## src/rtl/posit_batch_engine_if.sv

```systemverilog
// Bundle of every signal between the batch engine and its SoC neighbours:
// HPS control/status PIOs, the two on-chip RAM ports and the posit unit.
interface posit_batch_engine_if #(
  parameter int POSIT_WIDTH = 32,
  parameter int ADDR_WIDTH  = 12,
  parameter int CNT_WIDTH   = 10
);
  logic                   io_start;
  logic                   io_mode;
  logic [CNT_WIDTH-1:0]   io_count;
  logic [ADDR_WIDTH-1:0]  io_src_base;
  logic [ADDR_WIDTH-1:0]  io_dst_base;
  logic [ADDR_WIDTH-1:0]  io_rd_addr;
  logic [POSIT_WIDTH-1:0] io_rd_data;
  logic [ADDR_WIDTH-1:0]  io_wr_addr;
  logic [POSIT_WIDTH-1:0] io_wr_data;
  logic                   io_wr_en;
  logic                   io_op_valid;
  logic [POSIT_WIDTH-1:0] io_op_a;
  logic [POSIT_WIDTH-1:0] io_op_b;
  logic                   io_res_valid;
  logic [POSIT_WIDTH-1:0] io_res_data;
  logic                   io_busy;
  logic                   io_done;
  logic [POSIT_WIDTH-1:0] io_result;

  modport master (
    input  io_start, io_mode, io_count, io_src_base, io_dst_base,
           io_rd_data, io_res_valid, io_res_data,
    output io_rd_addr, io_wr_addr, io_wr_data, io_wr_en,
           io_op_valid, io_op_a, io_op_b, io_busy, io_done, io_result
  );

  modport slave (
    output io_start, io_mode, io_count, io_src_base, io_dst_base,
           io_rd_data, io_res_valid, io_res_data,
    input  io_rd_addr, io_wr_addr, io_wr_data, io_wr_en,
           io_op_valid, io_op_a, io_op_b, io_busy, io_done, io_result
  );
endinterface

```

## src/rtl/posit_batch_engine.sv

```systemverilog
// Memory-to-memory sequencer that streams operand pairs (or a reduction chain)
// from a source RAM through an external pipelined posit unit into a destination RAM.
module posit_batch_engine #(
  parameter int POSIT_WIDTH = 32,
  parameter int ADDR_WIDTH  = 12,
  parameter int CNT_WIDTH   = 10
) (
  input logic                  clock,
  input logic                  reset_n,
  posit_batch_engine_if.master bus
);

  localparam logic [3:0] ST_IDLE     = 4'd0;
  localparam logic [3:0] ST_RD_A     = 4'd1;
  localparam logic [3:0] ST_RD_B     = 4'd2;
  localparam logic [3:0] ST_ISSUE    = 4'd3;
  localparam logic [3:0] ST_DRAIN    = 4'd4;
  localparam logic [3:0] ST_LOAD     = 4'd5;
  localparam logic [3:0] ST_LOAD_CAP = 4'd6;
  localparam logic [3:0] ST_WAIT     = 4'd7;
  localparam logic [3:0] ST_WRITE    = 4'd8;

  logic [3:0]             state;
  logic                   mode_q;
  logic                   start_q;
  logic                   busy_q;
  logic                   done_q;
  logic [CNT_WIDTH-1:0]   count_q;
  logic [CNT_WIDTH-1:0]   idx;
  logic [CNT_WIDTH-1:0]   res_cnt;
  logic [CNT_WIDTH-1:0]   last_idx;
  logic [CNT_WIDTH:0]     outstanding;
  logic [ADDR_WIDTH-1:0]  src_q;
  logic [ADDR_WIDTH-1:0]  dst_q;
  logic [ADDR_WIDTH-1:0]  idx_addr;
  logic [ADDR_WIDTH-1:0]  pair_addr;
  logic [POSIT_WIDTH-1:0] a_q;
  logic [POSIT_WIDTH-1:0] acc;
  logic [POSIT_WIDTH-1:0] result_q;
  logic                   start_fire;
  logic                   issue;
  logic                   res_take;
  logic                   wr_en;
  logic                   issue_cnt;

  assign last_idx   = count_q - CNT_WIDTH'(1);
  assign idx_addr   = ADDR_WIDTH'(idx);
  assign pair_addr  = src_q + {idx_addr[ADDR_WIDTH-2:0], 1'b0};

  // Only a rising edge of start counts, so a start held high yields a single run.
  assign start_fire = (state == ST_IDLE) && bus.io_start && !start_q;
  assign issue      = (state == ST_ISSUE);
  assign issue_cnt  = issue && !mode_q;
  assign res_take   = !mode_q && (state != ST_IDLE) && bus.io_res_valid && (outstanding != '0);
  assign wr_en      = res_take || (state == ST_WRITE);

  always_comb begin
    bus.io_rd_addr = '0;
    case (state)
      ST_RD_A: bus.io_rd_addr = pair_addr;
      ST_RD_B: bus.io_rd_addr = mode_q ? (src_q + idx_addr) : (pair_addr + ADDR_WIDTH'(1));
      ST_LOAD: bus.io_rd_addr = src_q;
      default: bus.io_rd_addr = '0;
    endcase
  end

  // Write-back is purely combinational so a result is stored in the cycle it returns.
  assign bus.io_wr_en    = wr_en;
  assign bus.io_wr_addr  = !wr_en ? '0 : (mode_q ? dst_q : dst_q + ADDR_WIDTH'(res_cnt));
  assign bus.io_wr_data  = !wr_en ? '0 : (mode_q ? acc : bus.io_res_data);
  assign bus.io_op_valid = issue;
  assign bus.io_op_a     = !issue ? '0 : (mode_q ? acc : a_q);
  assign bus.io_op_b     = issue ? bus.io_rd_data : '0;
  assign bus.io_busy     = busy_q;
  assign bus.io_done     = done_q;
  assign bus.io_result   = result_q;

  always_ff @(posedge clock or negedge reset_n) begin
    if (!reset_n) begin
      state       <= ST_IDLE;
      mode_q      <= 1'b0;
      start_q     <= 1'b0;
      busy_q      <= 1'b0;
      done_q      <= 1'b0;
      count_q     <= '0;
      idx         <= '0;
      res_cnt     <= '0;
      outstanding <= '0;
      src_q       <= '0;
      dst_q       <= '0;
      a_q         <= '0;
      acc         <= '0;
      result_q    <= '0;
    end else begin
      start_q <= bus.io_start;
      if (wr_en) result_q <= bus.io_wr_data;
      if (res_take) res_cnt <= res_cnt + CNT_WIDTH'(1);
      if (issue_cnt && !res_take) outstanding <= outstanding + (CNT_WIDTH+1)'(1);
      else if (res_take && !issue_cnt) outstanding <= outstanding - (CNT_WIDTH+1)'(1);

      case (state)
        ST_IDLE: begin
          if (start_fire) begin
            mode_q  <= bus.io_mode;
            count_q <= bus.io_count;
            src_q   <= bus.io_src_base;
            dst_q   <= bus.io_dst_base;
            idx     <= '0;
            res_cnt <= '0;
            if (bus.io_count == '0) begin
              done_q <= 1'b1;
            end else begin
              done_q <= 1'b0;
              busy_q <= 1'b1;
              state  <= bus.io_mode ? ST_LOAD : ST_RD_A;
            end
          end
        end
        ST_RD_A: state <= ST_RD_B;
        ST_RD_B: begin
          if (!mode_q) a_q <= bus.io_rd_data;
          state <= ST_ISSUE;
        end
        ST_ISSUE: begin
          if (mode_q) begin
            state <= ST_WAIT;
          end else if (idx == last_idx) begin
            state <= ST_DRAIN;
          end else begin
            idx   <= idx + CNT_WIDTH'(1);
            state <= ST_RD_A;
          end
        end
        ST_DRAIN: begin
          if ((res_take && (res_cnt == last_idx)) || (res_cnt == count_q)) begin
            state  <= ST_IDLE;
            busy_q <= 1'b0;
            done_q <= 1'b1;
          end
        end
        ST_LOAD: state <= ST_LOAD_CAP;
        ST_LOAD_CAP: begin
          acc <= bus.io_rd_data;
          if (count_q == CNT_WIDTH'(1)) begin
            state <= ST_WRITE;
          end else begin
            idx   <= CNT_WIDTH'(1);
            state <= ST_RD_B;
          end
        end
        ST_WAIT: begin
          if (bus.io_res_valid) begin
            acc <= bus.io_res_data;
            if (idx == last_idx) begin
              state <= ST_WRITE;
            end else begin
              idx   <= idx + CNT_WIDTH'(1);
              state <= ST_RD_B;
            end
          end
        end
        ST_WRITE: begin
          state  <= ST_IDLE;
          busy_q <= 1'b0;
          done_q <= 1'b1;
        end
        default: state <= ST_IDLE;
      endcase
    end
  end

endmodule
```

## src/flat_wrapper.sv

```systemverilog
// flat-port wrapper written by rule: the top's interface ports become plain ports
module posit_batch_engine_flat 
#(
  parameter int POSIT_WIDTH = 32,
  parameter int ADDR_WIDTH  = 12,
  parameter int CNT_WIDTH   = 10
)
  (clock, reset_n, bus_io_start, bus_io_mode, bus_io_count, bus_io_src_base, bus_io_dst_base, bus_io_rd_data, bus_io_res_valid, bus_io_res_data, bus_io_rd_addr, bus_io_wr_addr, bus_io_wr_data, bus_io_wr_en, bus_io_op_valid, bus_io_op_a, bus_io_op_b, bus_io_busy, bus_io_done, bus_io_result);
  posit_batch_engine_if #(.POSIT_WIDTH(POSIT_WIDTH), .ADDR_WIDTH(ADDR_WIDTH), .CNT_WIDTH(CNT_WIDTH)) bus_i ();
  input logic clock;
  input logic reset_n;
  input wire logic [$bits(bus_i.io_start)-1:0] bus_io_start;
  input wire logic [$bits(bus_i.io_mode)-1:0] bus_io_mode;
  input wire logic [$bits(bus_i.io_count)-1:0] bus_io_count;
  input wire logic [$bits(bus_i.io_src_base)-1:0] bus_io_src_base;
  input wire logic [$bits(bus_i.io_dst_base)-1:0] bus_io_dst_base;
  input wire logic [$bits(bus_i.io_rd_data)-1:0] bus_io_rd_data;
  input wire logic [$bits(bus_i.io_res_valid)-1:0] bus_io_res_valid;
  input wire logic [$bits(bus_i.io_res_data)-1:0] bus_io_res_data;
  output wire logic [$bits(bus_i.io_rd_addr)-1:0] bus_io_rd_addr;
  output wire logic [$bits(bus_i.io_wr_addr)-1:0] bus_io_wr_addr;
  output wire logic [$bits(bus_i.io_wr_data)-1:0] bus_io_wr_data;
  output wire logic [$bits(bus_i.io_wr_en)-1:0] bus_io_wr_en;
  output wire logic [$bits(bus_i.io_op_valid)-1:0] bus_io_op_valid;
  output wire logic [$bits(bus_i.io_op_a)-1:0] bus_io_op_a;
  output wire logic [$bits(bus_i.io_op_b)-1:0] bus_io_op_b;
  output wire logic [$bits(bus_i.io_busy)-1:0] bus_io_busy;
  output wire logic [$bits(bus_i.io_done)-1:0] bus_io_done;
  output wire logic [$bits(bus_i.io_result)-1:0] bus_io_result;
  assign bus_i.io_start = bus_io_start;
  assign bus_i.io_mode = bus_io_mode;
  assign bus_i.io_count = bus_io_count;
  assign bus_i.io_src_base = bus_io_src_base;
  assign bus_i.io_dst_base = bus_io_dst_base;
  assign bus_i.io_rd_data = bus_io_rd_data;
  assign bus_i.io_res_valid = bus_io_res_valid;
  assign bus_i.io_res_data = bus_io_res_data;
  assign bus_io_rd_addr = bus_i.io_rd_addr;
  assign bus_io_wr_addr = bus_i.io_wr_addr;
  assign bus_io_wr_data = bus_i.io_wr_data;
  assign bus_io_wr_en = bus_i.io_wr_en;
  assign bus_io_op_valid = bus_i.io_op_valid;
  assign bus_io_op_a = bus_i.io_op_a;
  assign bus_io_op_b = bus_i.io_op_b;
  assign bus_io_busy = bus_i.io_busy;
  assign bus_io_done = bus_i.io_done;
  assign bus_io_result = bus_i.io_result;
  posit_batch_engine #(.POSIT_WIDTH(POSIT_WIDTH), .ADDR_WIDTH(ADDR_WIDTH), .CNT_WIDTH(CNT_WIDTH)) u_core (.clock(clock), .reset_n(reset_n), .bus(bus_i));
endmodule
```

## config.mk

```make
export PLATFORM = sky130hd
export DESIGN_NAME = posit_batch_engine_flat
export DESIGN_NICKNAME = d
export VERILOG_FILES = /design/src/rtl/posit_batch_engine_if.sv /design/src/rtl/posit_batch_engine.sv /design/src/flat_wrapper.sv
export SDC_FILE = /design/constraint.sdc
export NUM_CORES = 1
export LEC_CHECK = 0
export BUFFER_PORTS_ARGS = -buffer_cell sky130_fd_sc_hd__buf_2
export CORE_UTILIZATION = 25
export CTS_CLUSTER_SIZE = 28
export DETAILED_ROUTE_END_ITERATION = 6
export SETUP_SLACK_MARGIN = 0.02
export SLEW_MARGIN = 10
export SYNTH_ARGS = -nofsm -noshare
export SYNTH_HDL_FRONTEND = slang
export SYNTH_SLANG_ARGS = --single-unit
```

## constraint.sdc

```tcl
create_clock -name clock -period 4.2 [get_ports clock]
set_input_delay 0.84 -clock clock [delete_from_list [all_inputs] [get_ports clock]]
set_output_delay 0.84 -clock clock [all_outputs]
set_load 0.01 [all_outputs]
```

; ---- Word level (Yosys, flattened, before mapping)
; Cells that the tools add are included.
[op_classes]
add_sub_neg = 9
eq_ne = 18
muxes = 40
bitwise = 1
n_reduce_logical = 30
[op_table]
columns = op, count
row1 = $mux W32, 6
row2 = $mux W10, 8
row3 = $pmux W32 S2, 1
row4 = $pmux W10 S4, 1
row5 = $mux W12, 3
row6 = $pmux W12 S3, 1
row7 = $pmux W4 S8, 1
row8 = $eq A10 B10 Y1, 3
row9 = $mux W4, 7
row10 = $add A12 B10 Y12, 2
row11 = $mux W11, 2
row12 = $add A10 B1 Y10 const B, 2
row13 = $eq A4 B3 Y1 const B, 4
row14 = $add A12 B1 Y12 const B, 1
row15 = $add A12 B11 Y12, 1
row16 = $add A11 B1 Y11 const B, 1
row17 = $reduce_bool A11 Y1, 1
row18 = $sub A11 B1 Y11 const B, 1
row19 = $eq A10 B1 Y1 const B, 1
row20 = $logic_not A10 Y1, 1
row21 = $sub A10 B1 Y10 const B, 1
row22 = $logic_and A1 B1 Y1, 9
row23 = $eq A4 B2 Y1 const B, 2
row24 = $ne A2 B2 Y1 const B, 4
row25 = other kinds (17), 34
[totals]
register_bits = 169
inputBits = 103
output_inout_bits = 156
wordCells = 112

; ---- Depth between registers and ports, before layout
; Gate-level depths: netlist of run 1.
[logic_depth]
ltp_word = 8
mapped_depth = 17
mapped_depth_nobuf = 15

; ---- Worst setup path after synthesis of run 1
; No wires, ideal clock.
[synth_timing]
kind = register to register
start = register u_core.state[0]
end = register u_core.outstanding[10]
setup_time_ns = 0.125
t_arrival_ns = 3.408
required_ns = 4.075
path_slack_ns = 0.667
path_stages_with_launch = 18
path_buffers = 3
synth_period_minus_slack_ns = 3.533
path_cell_list = dfrtp_1 -> buf_2 -> nand3b_1 -> or2_1 -> buf_2 -> clkbuf_1 -> nor2_1 -> ha_1 -> inv_1 -> fa_1 -> a21o_1 -> a21oi_1 -> o21a_1 -> o21ai_0 -> a31oi_1 -> xnor2_1 -> nor2_1 -> xor2_1
[synth_between]
elab_chain_len = 7
elab_cells_between_ends = 12
cone_classes = 1 x eq/ne / 1 x mux / 10 x reduce/logical
[synth_rtl]
columns = item, line_no
row1 = start: declaration, posit_batch_engine.sv:23  ; logic [3:0] state;
row2 = start signal: assignment, posit_batch_engine.sv:115  ; state <= bus.io_mode ? ST_LOAD : ST_RD_A;
row3 = $reduce_bool A4 Y1, posit_batch_engine.sv:54  ; assign res_take = !mode_q && (state != ST_IDLE) && bus.io_res_valid && (outstanding != '0);
row4 = $logic_and A1 B1 Y1 (3 in a row), posit_batch_engine.sv:54
row5 = $logic_not A1 Y1, posit_batch_engine.sv:98  ; if (issue_cnt && !res_take) outstanding <= outstanding + (CNT_WIDTH+1)'(1);
row6 = $logic_and A1 B1 Y1, posit_batch_engine.sv:98
row7 = $mux W11 or $reduce_bool A2 Y1 (tied branches), n/a
row8 = end signal: assignment, posit_batch_engine.sv:98
row9 = end signal: assignment, posit_batch_engine.sv:99  ; else if (res_take && !issue_cnt) outstanding <= outstanding - (CNT_WIDTH+1)'(1);
row10 = end: declaration, posit_batch_engine.sv:32  ; logic [CNT_WIDTH:0] outstanding;
; Several ways; a longest one is shown, not always the timed one.
; A chain may end at the register's enable or synchronous reset.

; ---- Final worst setup path of run 1
[layout_timing]
start = register u_core.src_q[1]
end = output bus_io_rd_addr[11]
[layout_between]
elab_chain_len = 4
elab_cells_between_ends = 5
cone_classes = 3 x add/sub / 2 x mux
[layout_rtl]
columns = item, line_no
row1 = start: declaration, posit_batch_engine.sv:33  ; logic [ADDR_WIDTH-1:0] src_q;
row2 = start signal: assignment, posit_batch_engine.sv:106  ; src_q <= bus.io_src_base;
row3 = $add A12 B11 Y12, posit_batch_engine.sv:48  ; assign pair_addr = src_q + {idx_addr[ADDR_WIDTH-2:0], 1'b0};
row4 = $add A12 B1 Y12, posit_batch_engine.sv:61  ; ST_RD_B: bus.io_rd_addr = mode_q ? (src_q + idx_addr) : (pair_addr + ADDR_WIDTH'(1));
row5 = $mux W12, posit_batch_engine.sv:61
row6 = $pmux W12 S3 (*), posit_batch_engine.sv:59  ; case (state)
row7 = end: declaration, flat_wrapper.sv:20  ; output wire logic [$bits(bus_i.io_rd_addr)-1:0] bus_io_rd_addr;
; Every way passes the cells marked *; elsewhere a longest branch is shown, timed or not.

==> metrics list, run 1 <==
* Result of the run: completed
- The via count of the first global-routing pass came to slightly above 10,000.
* Area enclosed by the die boundary: between 0.04 and 0.05 mm2
* WP data required: 3360 ps
- Fraction of post-synthesis cell area in the top cell type by area: 0.379
- The cell area that synthesis handed to floorplanning was roughly 0.011 mm2.
- The number of placed instances, taps included, is roughly 2,100.
* Pin count of the biggest net entering global routing: slightly below 90
- Area of the core: roughly 0.044 mm2
* Site row count: 77
- Via count of the routed design: 10,200
- Total CTS buffers: 17
- Setup violations remaining at the end of the flow were counted as 0.
- During synthesis, Yosys emitted a total of 0 warnings.
* Ports placed on the boundary: 259
- Synthesis-stage register bit count: between 150 and 200
- Leading cell types by total area after synthesis: dfrtp_1 38%, mux2i_1 9.4%, nor2_1 6.2%
- The final count of pins violating max slew was 0.
- Setup total negative slack on the finished layout was measured at 0 ps.
- At the pin with the least slew margin, the transition time is just over 900 ps.
- In the final layout, the share of cells above drive strength 1 is 0.252.
- Once detailed placement completed, the half-perimeter wirelength came to 25.8 mm.
- Detailed Route Iter0 Violations: ~600
- For the worst-skew pair, the clock arrives at the later sink with an insertion delay of around 460 ps.
- Port-buffer cells: ~260
- Total buffers and inverters traversed by the critical path: 2
* Wire length of the first global-routing pass: around 55 mm
- Of the total synthesized cell area, the portion taken by full adders, half adders and majority gates is 0.0576.
- The worst setup path is launched from a register.
- Number of sinks handled by clock tree synthesis: between 150 and 200
- The netlist uses 78 different library cells.
* Worst supply voltage drop on vdd: 0.385 mV
* Die Width: between 200 and 250 um
- Worst path most repeated cell: o21ai_0
* Antenna Nets Post-Route: 0
- Of the total synthesized cell area, the portion taken by XOR and XNOR cells is 0.0609.
- Dominant combinational cell family by area after synthesis: simple AND/OR/NAND/NOR gates
- The slowest stage of the critical path belongs to the cell dfrtp_2.
- Post-synthesis compound-gate area fraction: 0.137
* Mean Syn Cell Area: a little under 9 um2
* Global-route usage over all layers: 0.158
* Total length of routed wires: roughly 36 mm
- Root Buffer: clkbuf_16
- DRC errors left: 0
- After global routing the overflow that remains totals 0.
- In this run the worst path has a maximum fanout of 3.
- Critical-path cell list: buf_4, ha_1, a211oi_1, o21ai_0, a21oi_1, o21ai_0, a41oi_1, xnor2_1, o22ai_1, a21o_1, buf_2
- Setup repair after global routing missed its margin: no
* Final cell utilization of the core: 0.312
* Effective utilization at floorplan: 0.253
- For this run, the post-layout net count is between 1,500 and 2,000.
- Max cap viols: 0
* Post-synth net total: about 1,400
- Hold Path Class: input port to asynchronous set/reset pin
- In the final routed layout, each cell accounts on average for 16.8 um.
* Maximum operating frequency: around 0.25 GHz
* Final setup skew: about 15 ps
* Cell count after synthesis: between 1,000 and 1,500
- From synthesis to final layout, the design area changed by 23.5%.
* Worst rel slew slack: 0.385
- The worst setup path is captured at an output port.
- Async set-or-reset flop fraction in the synthesized netlist: 1.00
- TritonCTS built the clock tree.
* Total leakage power: 0.00669 uW
- In the layout the commonest cells are 257 x buf_2, 183 x nor2_1, 166 x dfrtp_1.
- Across all hold checks on the routed design, the worst slack comes to between 400 and 500 ps.
- Dividing the final minimum period by the clock period gives 0.965.
- Shortest clock period the worst path allows after layout: 4050 ps
- Among all flip-flop cells after synthesis, the most frequent one is dfrtp_1.
* Clock-pin slew on the worst setup and hold paths: about 80 ps
- Dividing the detail-routed via count by the number of cells gives between 4 and 5.
- Power per cell area: 770 mW/mm2
- The finished layout holds 2,118 standard cells, fillers aside.
- The initial antenna violation count was 6.
* Quantity of hold-fixing buffers added after cts: 0
* Die height: around 210 um
- Cell class contributing the biggest share of worst-path delay: compound AO/OA/AOI/OAI gates
- Of the total synthesized cell area, the portion taken by AND, OR, NAND and NOR gates is 0.202.
- At the end of routability-driven placement, the weighted congestion stood at just under 0.9.
- Counting flops with a built-in enable in the synthesized netlist gives 0.
* CP Class: register to output port
- The library cell used most frequently in the layout, excluding fill and tap cells, is buf_2.
* Critical path's largest stage delay: roughly 420 ps
- The number of failing hold endpoints at the final stage was 0.
* Maximum count of clock buffers along a single path: 2
* 1st-pass router iterations: 5
* Post-synthesis mux area share: 0.129
- The share of the Yosys chip area taken by registers is 0.379.
* Data arrival at the endpoint of the critical path: 3210 ps
- The synthesized design spends more area on one cell type than any other, namely dfrtp_1.
* CTS H-Tree Depth: 4
==> layer usage <==
layer,track usage,routed length (um)
met1,0.198,15500
met2,0.262,17300
met3,0.0428,2080
met4,0.0507,643
met5,0,34
==> cell families (layout without fill, tap and decap cells) <==
family	count (synthesis)	in the layout
buffers and inverters	95	338
XOR/XNOR	76	76
other	0	3
flip-flops	169	169
adder cells (fa/ha/maj)	49	49
AO/OA/AOI/OAI	259	259
AND/OR/NAND/NOR	492	492
multiplexers	140	140
==> worst paths after layout <==
check / startpoint / cells past startpoint / slack, ps / end
hold / removal: reset_n / 1 / 470 / u_core.bus.io_result[22]
setup / recovery: u_core.src_q[1] / 11 / 150 / bus_io_rd_addr[11]
min in group clock: u_core.a_q[30] / 1 / 500 / u_core.a_q[30]
max in group asynchronous: reset_n / 2 / 2880 / u_core.idx[6]
setup reg to reg: u_core.state[0] / 15 / 490 / u_core.outstanding[9]
hold reg to reg: u_core.a_q[30] / 1 / 500 / u_core.a_q[30]
==> power breakdown <==
part	switching, uW	internal [uW]
Combinational	3360	2490
Sequential	757	2370
Clock	732	897
==> cells in the mapped netlist (5+ instances only) <==
cell type  count
xor2_1        41
inv_1         21
mux2_2        35
ha_1          45
o31ai_1        5
nor2_1       185
nand3_1       22
nor2b_1       12
nand2b_1       7
o21ai_0       53
a21oi_1      110
a21o_1        11
o22ai_1        6
o21bai_1       7
nand2_1      155
nor3_1        15
dfrtp_1      169
o21ai_1       18
nand4_1        9
buf_2         10
and3_1         8
xnor2_1       34
nor4_1        14
mux2i_1      105
and2_1        35
buf_1          7
a31oi_1        9
clkbuf_1      52
==> area by class of cell <==
| class | instances | area [um2] |
|---|---|---|
| multi-input combinational | 1016 | 6630 |
| antenna | 3 | 7.51 |
| timing repair buffer | 283 | 1500 |
| sequential | 169 | 4240 |
| clock buffer | 19 | 443 |
| clock inverter | 12 | 141 |
| tap | 592 | 741 |
| inverter | 24 | 90.1 |
| fill | 4698 | 30300 |
==> state kept, by name, summed over array words and instances (netlist names) <==
name / count
u_core.src_q: 12
u_core.bus.io_done: 1
u_core.start_q: 1
u_core.idx: 10
u_core.count_q: 10
u_core.state: 4
u_core.mode_q: 1
u_core.bus.io_result: 32
u_core.acc: 32
u_core.res_cnt: 10
u_core.outstanding: 11
u_core.dst_q: 12
u_core.bus.io_busy: 1
u_core.a_q: 32
==> worst register-to-register path: cells and delay by family, from the launching register on <==
kind,cells,cell delay [ps]
adders and majority gates,2,510
AOI/OAI and AO/OA,7,1230
DFF,1,730
xor gates and xnor gates,1,150
and+or+nand+nor,3,590
buffers and inverters,2,360
==> through the flow <==
| step | instance area (um2) | power [uW] | setup slack (ps) |
|---|---|---|---|
| 2_1_floorplan | 11200 | 7090 | 667 |
| 6_report | 13800 | 10600 | 147 |
| 5_1_grt | 13800 | 11500 | 24.7 |
| 3_5_place_dp | 13100 | 8950 | 328 |
| 3_3_place_gp | 13100 | 8820 | 412 |
| 4_1_cts | 13700 | 10700 | 58.8 |
==> timing repair <==
action	CTS	global route
endpoints found under the setup margin	4	6
buffers inserted	0	6
cloned	0	0
gates resized for setup	7	6
pin swaps	0	1
No activity file was read; power rests on OpenSTA's default activity.
==> inputs of run 2 (changes only) <==
Settings changed: CORE_MARGIN from default to 3, RECOVER_POWER from default to 50.
==> run 2 against run 1 <==
  * The run now ends with capacitance limit, slew limit left
  * Critical path type unchanged
  * Hold slack improved by 22 ps
  * First-iteration DRC count increased by 3.9%
  * Clock power decreased by 5%
  * Non-clock buffer count decreased by 1
  * Highest routed layer unchanged
  * Power decreased by 0.83%
  * Die area increased by 3.8%
  * Largest power group unchanged
  * Register-to-register slack got worse by 150 ps
==> metrics list, run 2 (same netlist as run 1, synthesis figures left out) <==
- From synthesis to final layout, the design area changed by 22.8%.
* Port-buffer cells: about 260
* Worst slew pin tran: approximately 2700 ps
- The slowest stage of the critical path is the dfrtp_2 cell.
- In this run, the number of DRC markers left after iteration 0 of detailed routing was between 600 and 700.
- In the final design database the tool counted between 1,500 and 2,000 nets.
- Most used cells in the layout excluding fill and tap cells: 222 x buf_2, 185 x nor2_1, 164 x dfrtp_1
* Via/cell ratio: between 4 and 5
- Net switching power: between 4000 and 5000 uW
- The initial utilization of the core area, before any placement, comes to 0.256.
- The initial antenna violation count was 3.
* Root Buffer: clkbuf_16
- Maximum operating frequency: around 0.25 GHz
- The tool flagged a number of max-cap violations equal to 4.
- Switching power share of the total: 0.465
* Global-route usage over all layers: 0.154
- Logic pwr share: 0.559
* Power per cell area: roughly 770 mW/mm2
- Critical-path cell list: ha_2, fa_2, a21o_1, a41oi_2, nand3_1, a2111o_1, o311ai_2, mux2i_1, o22ai_1, a21o_1, buf_2
- GR met3 Demand/Resource: 0.0475
- The cell family contributing the most delay on the critical path is compound AO/OA/AOI/OAI gates.
- The first TritonRoute pass finished after 5 iterations.
- The multi-input combinational cells in the finished layout cover a total of approximately 0.0067 mm2.
- The core region is about 0.044 mm2.
- Once routing completed, OpenROAD measured the worst setup slack at 152 ps.
- Entering global routing, the biggest net connects 97 pins.
* Latest clock arrival within the worst-skew pair: 480 ps
- Crit start category: register
- The floorplan step defined a die boundary enclosing approximately 0.047 mm2.
* Placement-stage worst setup slack: between 300 and 400 ps
- CP Class: register to output port
- The worst setup path is captured at an output port.
* GR Util met2: 0.258
- Number of sinks handled by clock tree synthesis: 169
- Summed over all layers, the routed wires come to ~36 mm.
- On the worst path, the slowest cell contributes a delay of ~450 ps.
- The die is 217 um wide.
* Setup repair after global routing missed its margin: yes
- Final GP Congestion: 0.862
- Global routing finished with a remaining overflow of 0.
- Among the stages of the critical path, the cell type that occurs most often is a21o_1.
* Data arrival at the endpoint of the critical path: about 3200 ps
- In the global route stage, met1 resource usage came out at 0.192.
* Total of fill cells in the finished design: around 4,700
- The clock tree synthesis step divided the H-tree into 4 levels.
- Via count of the routed design: slightly above 10,000
- Total count of max-transition violations in the final report: roughly 190
- Most common library cell in the layout ignoring fill and taps: buf_2
- Total CTS buffers: 17
- Post-route clock period utilization: 0.964
- Dividing the detail-routed wire length by the instance count gives about 17 um.
- Pin placement for this block handled ~260 I/O pins.
- Wire length of the first global-routing pass: ~57 mm
- met2 is the most crowded layer.
* Placed instance count: just over 2,000
- In the final layout, flip-flops and latches occupy about 0.0042 mm2.
- Clock-pin slew was measured on the worst setup and hold paths at about 70 ps.
- The HPWL after detailed placement is approximately 26 mm.
- TritonCTS built the clock tree.
- The longest clock path from root to sink contains 2 buffers.
* Site row count: between 70 and 80
* Result of the run: finished, violations left
* Clock network fraction of design power: 0.147
- Final cell count without fillers: ~2,100
- In this run the vertical extent of the chip is about 220 um.
- Cell internal power was estimated by the tool at roughly 5600 uW.
- Data on the critical path is required at its endpoint by approximately 3400 ps.
- For this run, design rule violations remaining after detail routing come to 0.
* Final setup skew: ~9 ps
* Seq pwr share: 0.294
- Shortest clock period the worst path allows after layout: around 4000 ps
- Final setup violation count: 0
- Of the cells placed in the final design, the portion with a size suffix greater than 1 is 0.230.
- Largest fanout on the critical path: 6
- Worst rel slew slack: -0.774
* Min-delay src: u_core.outstanding[10]
* Crit path launch: u_core.idx[0]
- The via count of the first global-routing pass was 10,100.
* Antenna Nets Post-Route: 0
* Worst supply voltage drop on vdd: about 0.45 mV
* Total buffers and inverters traversed by the critical path: 1
- Post-route setup TNS: 0 ps
- R2r startpoint: u_core.state[2]
- Total leakage power: ~0.0066 uW
- The path class of the tightest hold or removal check is register to register.
- Hold Fails Final Rpt: 0
- The checks that failed: capacitance limit, slew limit.
[run 2: worst paths after layout]
kind | end | slack [ps] | depth (start not counted)
max in group asynchronous | u_core.a_q[4] | 740 | 2
min reg2reg | u_core.outstanding[10] | 490 | 1
max | bus_io_rd_addr[11] | 150 | 11
min | u_core.outstanding[10] | 490 | 1
max reg2reg | u_core.a_q[24] | 340 | 6
min in group asynchronous | u_core.a_q[29] | 1160 | 1
[run 2: per-stage QoR]
step	hold slack, ps	util	power (uW)	area, um2
global placement	482	0.301	8870	13100
CTS	444	0.314	10600	13700
detailed placement	472	0.301	8980	13100
global route	475	0.315	11500	13700
floorplan	443	-	7090	11200
finish	492	0.315	10500	13700
[run 2: metal layers]
layer / wire length [um] / vias to the layer above
met4: 451 / 4
met2: 17700 / 254
met1: 15900 / 4966
met3: 2080 / 30
met5: 27 / -
li1: - / 4918
[run 2: layout make-up]
class                           count  share of cell area
Multi-Input combinational cell   1016               0.486
Timing Repair Buffer              282               0.104
Sequential cell                   169               0.309
Inverter                           24             0.00657
Clock buffer                       19              0.0323
Antenna cell                        1            0.000183
Tap cell                          585              0.0534
Clock inverter                     13             0.00812
[run 2: what timing repair did]
| item | in CTS | in global routing |
|---|---|---|
| hold buffers | 0 | 0 |
| buffers inserted | 0 | 5 |
| endpoints found under the setup margin | 4 | 8 |
| gates resized for setup | 6 | 17 |
| pin swaps | 0 | 2 |
[run 2: power by group through the flow]
stage,combinational (uW),sequential [uW],clock (uW)
after floorplan,4190,2900,0
after global placement,5790,3080,0
after detailed placement,5880,3100,0
after CTS,5920,3080,1620
after global routing,6570,3200,1680
final,5890,3090,1550
